[src/rtl/fsm_esc_rtc.sv]
// Write sequencer: streams 13 shadow-RAM entries to the RTC as one burst of strobed transfers.
// Latency: cs falls and the first select rises on the edge that samples do_it_esc in IDLE.
// Backpressure: none; a started burst always runs to completion unless reset.
module fsm_esc_rtc #(
    parameter int T_SETUP = 2,
    parameter int T_WR    = 8,
    parameter int T_HOLD  = 2,
    parameter int T_GAP   = 2
) (
    input  logic clk,
    input  logic reset,
    input  logic do_it_esc,
    output logic a_d,
    output logic cs,
    output logic rd,
    output logic wr,
    output logic rtc_to_ram,
    output logic ram_to_rtc,
    output logic dir_ram_com_cyt,
    output logic dir_ram_dir_seg,
    output logic dir_ram_seg,
    output logic dir_ram_dir_min,
    output logic dir_ram_min,
    output logic dir_ram_dir_hora,
    output logic dir_ram_hora,
    output logic dir_ram_dir_dia,
    output logic dir_ram_dia,
    output logic dir_ram_dir_mes,
    output logic dir_ram_mes,
    output logic dir_ram_dir_anio,
    output logic dir_ram_anio,
    output logic w_ram_enable,
    output logic r_ram_enable
);

    localparam int T_MAX_A = (T_SETUP > T_WR) ? T_SETUP : T_WR;
    localparam int T_MAX_B = (T_HOLD > T_GAP) ? T_HOLD : T_GAP;
    localparam int T_MAX   = (T_MAX_A > T_MAX_B) ? T_MAX_A : T_MAX_B;
    localparam int PW      = (T_MAX > 1) ? $clog2(T_MAX) : 1;
    localparam logic [3:0] LAST_IDX = 4'd12;

    typedef enum logic [2:0] {IDLE, SETUP, STROBE, HOLD, GAP} state_t;

    state_t        state_q, state_d;
    logic [3:0]    idx_q, idx_d;
    logic [PW-1:0] phase_q, phase_d;
    logic [12:0]   sel;
    logic          busy;

    always_ff @(posedge clk) begin
        if (!reset) begin
            state_q <= IDLE;
            idx_q   <= '0;
            phase_q <= '0;
        end else begin
            state_q <= state_d;
            idx_q   <= idx_d;
            phase_q <= phase_d;
        end
    end

    // phase_q counts clocks spent in the current state, 0 .. T_x-1
    always_comb begin
        state_d = state_q;
        idx_d   = idx_q;
        phase_d = phase_q + PW'(1);
        case (state_q)
            IDLE: begin
                phase_d = '0;
                if (do_it_esc) begin
                    state_d = SETUP;
                    idx_d   = '0;
                end
            end
            SETUP: if (phase_q == PW'(T_SETUP - 1)) begin
                state_d = STROBE;
                phase_d = '0;
            end
            STROBE: if (phase_q == PW'(T_WR - 1)) begin
                state_d = HOLD;
                phase_d = '0;
            end
            HOLD: if (phase_q == PW'(T_HOLD - 1)) begin
                state_d = GAP;
                phase_d = '0;
            end
            GAP: if (phase_q == PW'(T_GAP - 1)) begin
                phase_d = '0;
                if (idx_q == LAST_IDX) begin
                    state_d = IDLE;
                    idx_d   = '0;
                end else begin
                    state_d = SETUP;
                    idx_d   = idx_q + 4'd1;
                end
            end
            default: begin
                state_d = IDLE;
                idx_d   = '0;
                phase_d = '0;
            end
        endcase
    end

    // Index 0 is the command byte (address cycle); after it, odd = address, even = data.
    always_comb begin
        busy         = (state_q == SETUP) || (state_q == STROBE) || (state_q == HOLD);
        sel          = '0;
        a_d          = 1'b1;
        cs           = 1'b1;
        wr           = 1'b1;
        rd           = 1'b1;
        rtc_to_ram   = 1'b0;
        w_ram_enable = 1'b0;
        r_ram_enable = 1'b0;
        ram_to_rtc   = 1'b0;
        if (busy) begin
            sel          = 13'd1 << idx_q;
            a_d          = (idx_q >= 4'd2) && !idx_q[0];
            cs           = 1'b0;
            wr           = (state_q != STROBE);
            r_ram_enable = 1'b1;
            ram_to_rtc   = 1'b1;
        end
    end

    assign dir_ram_com_cyt  = sel[0];
    assign dir_ram_dir_seg  = sel[1];
    assign dir_ram_seg      = sel[2];
    assign dir_ram_dir_min  = sel[3];
    assign dir_ram_min      = sel[4];
    assign dir_ram_dir_hora = sel[5];
    assign dir_ram_hora     = sel[6];
    assign dir_ram_dir_dia  = sel[7];
    assign dir_ram_dia      = sel[8];
    assign dir_ram_dir_mes  = sel[9];
    assign dir_ram_mes      = sel[10];
    assign dir_ram_dir_anio = sel[11];
    assign dir_ram_anio     = sel[12];

endmodule

[config.mk]
export PLATFORM = sky130hd
export DESIGN_NAME = fsm_esc_rtc
export DESIGN_NICKNAME = d
export VERILOG_FILES = /design/src/rtl/fsm_esc_rtc.sv
export SDC_FILE = /design/constraint.sdc
export NUM_CORES = 1
export LEC_CHECK = 0
export BUFFER_PORTS_ARGS = -buffer_cell sky130_fd_sc_hd__buf_2
export CORE_ASPECT_RATIO = 0.9
export CORE_MARGIN = 4
export CORE_UTILIZATION = 25
export CTS_CLUSTER_SIZE = 20
export DETAILED_ROUTE_END_ITERATION = 7
export PLACE_DENSITY = 0.55
export SLEW_MARGIN = 40
export SYNTH_ARGS = -nofsm -noshare
export SYNTH_HDL_FRONTEND = slang
export SYNTH_SLANG_ARGS = --single-unit
[constraint.sdc]
create_clock -name clk -period 1.94 [get_ports clk]
set_clock_uncertainty 0.2 [all_clocks]
set_input_delay 0.194 -clock clk [delete_from_list [all_inputs] [get_ports clk]]
set_output_delay 0.194 -clock clk [all_outputs]
set_load 0.02 [all_outputs]
==> summary.md <==
| Metric | Value |
|---|---|
| Initial antenna violation count | `0` |
| Worst hold path class | `input port to flop` |
| Worst hold margin | `0.0401 ns` |
| DRC errors left | `0` |
| CP arrival | `1.44 ns` |
| Routed vias/inst | `4.48` |
| Sequential area share after synthesis | `0.258` |
| DRT antenna net count | `0` |
| FF-to-FF path depth | `5` |
| Total GRT Usage | `0.0840` |
| Area growth, synth to finish | `21.4%` |
| Post-route minimum period | `1.84 ns` |
| Global-route wire length before repair | `2.70 mm` |
| Largest area contributor in the synthesized netlist | `dfxtp_1` |
| Status | `completed` |
| Fill count | `327` |
| Die width | `66.8 um` |
| Die area | `0.00407 mm^2` |
| Post-DP HPWL | `1.35 mm` |
| Critical Path RT | `1.55 ns` |
| WHS Path Cells | `2` |
| Worst r2r dst | `phase_q[0]` |
| Clk slew on worst S/H paths | `0.06 ns` |
| Nets | `134` |
| Post-synth top area share | `0.258` |
| Fin. Hold Viols | `0` |
| FF+latch count, synth | `10` |
| RePlAce Congestion | `0.797` |
| Startpoint types | `flop` |
| Pwr dens | `509 mW/mm^2` |
| Starting Density | `0.272` |
| Die Ht | `60.9 um` |
| DRT iter0 DRCs | `43` |
| Reg2reg start | `phase_q[0]` |
| Layout cells sized above 1 | `0.300` |
| Max Cap Viol | `0` |
| Ratio of final minimum period to clock period | `0.946` |
| Critical path type | `flop to output pin` |
| CORE AREA | `0.00286 mm^2` |
| Hold-fix buffers, CTS | `0` |
| Via count | `716` |
| Worst-path fanout max | `5` |
| Achievable Freq | `545 MHz` |
| Worst path bufs/invs | `2` |
| Worst skew pair latency | `0.26 ns` |
| Vias in the first global route | `642` |
| Top cells by area, synth | `dfxtp_1, ha_1, and2_1, nand3_1, and3_1` |
| Bufs on Longest Clock Path | `2` |
| CP max stage cell | `dfxtp_4` |
| Worst vdd ir | `0.225 mV` |
| CTS tree | `yes` |
| 1st-pass router iterations | `4` |
| PortBufs | `20` |
| Clock H-tree levels | `1` |
| GRT overflow | `0` |
| Routed wire length | `1.68 mm` |
| Largest stage delay on the critical path | `0.36 ns` |
| Slew Limit Fails | `0` |
| CP endpoint kind | `output pin` |
| Post-Synthesis Cells | `101` |
| Main synth FF type | `dfxtp_1` |
| Root Driver | `clkbuf_4` |
| Leakage | `0.456 nW` |
| Worst Hold End | `state_q[0]` |
| Antenna diode count | `0` |
| RSZ-0062 raised after global routing | `no` |
| Num CTS Buffers | `3` |
| Final setup violation count | `0` |
| Hold Crit Start | `reset` |
| Reg-to-reg setup timing slack | `0.34 ns` |
| Synth warn | `0` |
| Rows | `18` |
| Post-synth cell types | `34` |
| Crit-path cells | `nor2_1, or2_4, clkinv_2, and3_1, and2_1, buf_2` |
| I/O pin total | `24` |
| Top delay family on crit path | `simple AND/OR/NAND/NOR gates` |
| EDFF count, synth | `0` |
| Most common cell after layout, fill and taps aside | `buf_2` |
| Most frequent cells in the layout | `buf_2, ha_1, and2_1, nand3_1, dfxtp_1` |
| Largest net degree at the start of global routing | `11` |
| Async S/R FF share, synth | `0` |
| Mapped Area | `777 um^2` |
| Mapped Avg Cell Area | `7.69 um^2` |
| Setup TNS | `0 ns` |
| CTS Sinks | `10` |
| Routed len/inst | `10.5 um` |
worst reg2reg max path: stages, from the launching register on:
cell and delay, ns:
dfxtp_1 0.36, ha_1 0.17, nor2b_1 0.29, o22ai_1 0.17
a21oi_1 0.23, nor3_1 0.07
routing by layer:
metal | wire [um] | GRT usage
met5 | 0 | 0
met4 | 15 | 0.0261
met2 | 724 | 0.145
met3 | 136 | 0.0167
met1 | 805 | 0.106
area by class of cell:
type | instances | area, um^2 | share of cell area
multi-input combinational | 75 | 498 | 0.528
sequential | 10 | 205 | 0.218
timing repair buffer | 25 | 140 | 0.149
tap | 40 | 50.0 | 0.0531
inverter | 7 | 27.5 | 0.0292
clock buffer | 3 | 22.5 | 0.0239
cell usage after synthesis, drive strengths merged, types with 4 or more instances:
| master | count |
|---|---|
| ha | 9 |
| and3 | 5 |
| nand2 | 5 |
| dfxtp | 10 |
| inv | 6 |
| nand3 | 8 |
| nor2 | 5 |
| buf | 9 |
| nor3 | 7 |
| a21oi | 4 |
| and2 | 8 |
flip-flops by register name, indices dropped and copies added, names as in the netlist:
signal,flops
idx_q,4
state_q,3
phase_q,3
worst max-delay path by stage:
stage / startpoint / depth (start not counted) / endpoint / slack, ns
after floorplan: state_q[1] / 7 / dir_ram_dia / 0.16
after global placement: state_q[0] / 6 / dir_ram_dia / 0.24
after detailed placement: state_q[0] / 6 / dir_ram_dia / 0.17
after CTS: state_q[0] / 6 / dir_ram_dia / 0.02
after global routing: state_q[0] / 6 / dir_ram_dia / 0.02
final: state_q[0] / 6 / dir_ram_dir_mes / 0.10
per-stage QoR:
step	std cells	total power, mW	setup WS [ns]	cell area (um^2)	util
global route	160	0.510	0.0160	943	0.330
detailed placement	154	0.334	0.170	888	0.311
finish	160	0.480	0.104	943	0.330
floorplan	102	0.314	0.158	781	-
global placement	154	0.333	0.237	888	0.311
CTS	157	0.476	0.0249	915	0.320
report_power, final:
part	internal [mW]	leakage [nW]	switching, mW
combinational	0.0460	0.360	0.0807
sequential	0.212	0.0821	0.00505
clock	0.0714	0.0138	0.0654
what timing repair did:
item                       in CTS  in global routing
setup endpoints to repair      11                  6
resized for setup               2                  3
setup buffers                   0                  3
logic make-up after synthesis:
family | count (synthesis) | synth area share
and+or+nand+nor | 48 | 0.349
DFF | 10 | 0.258
xor gates and xnor gates | 1 | 0.0113
other | 2 | 0.00967
buffers and inverters | 17 | 0.109
adders and majority gates | 9 | 0.145
AOI/OAI and AO/OA | 14 | 0.118
Note: power is estimated with default switching activity, not from simulation.
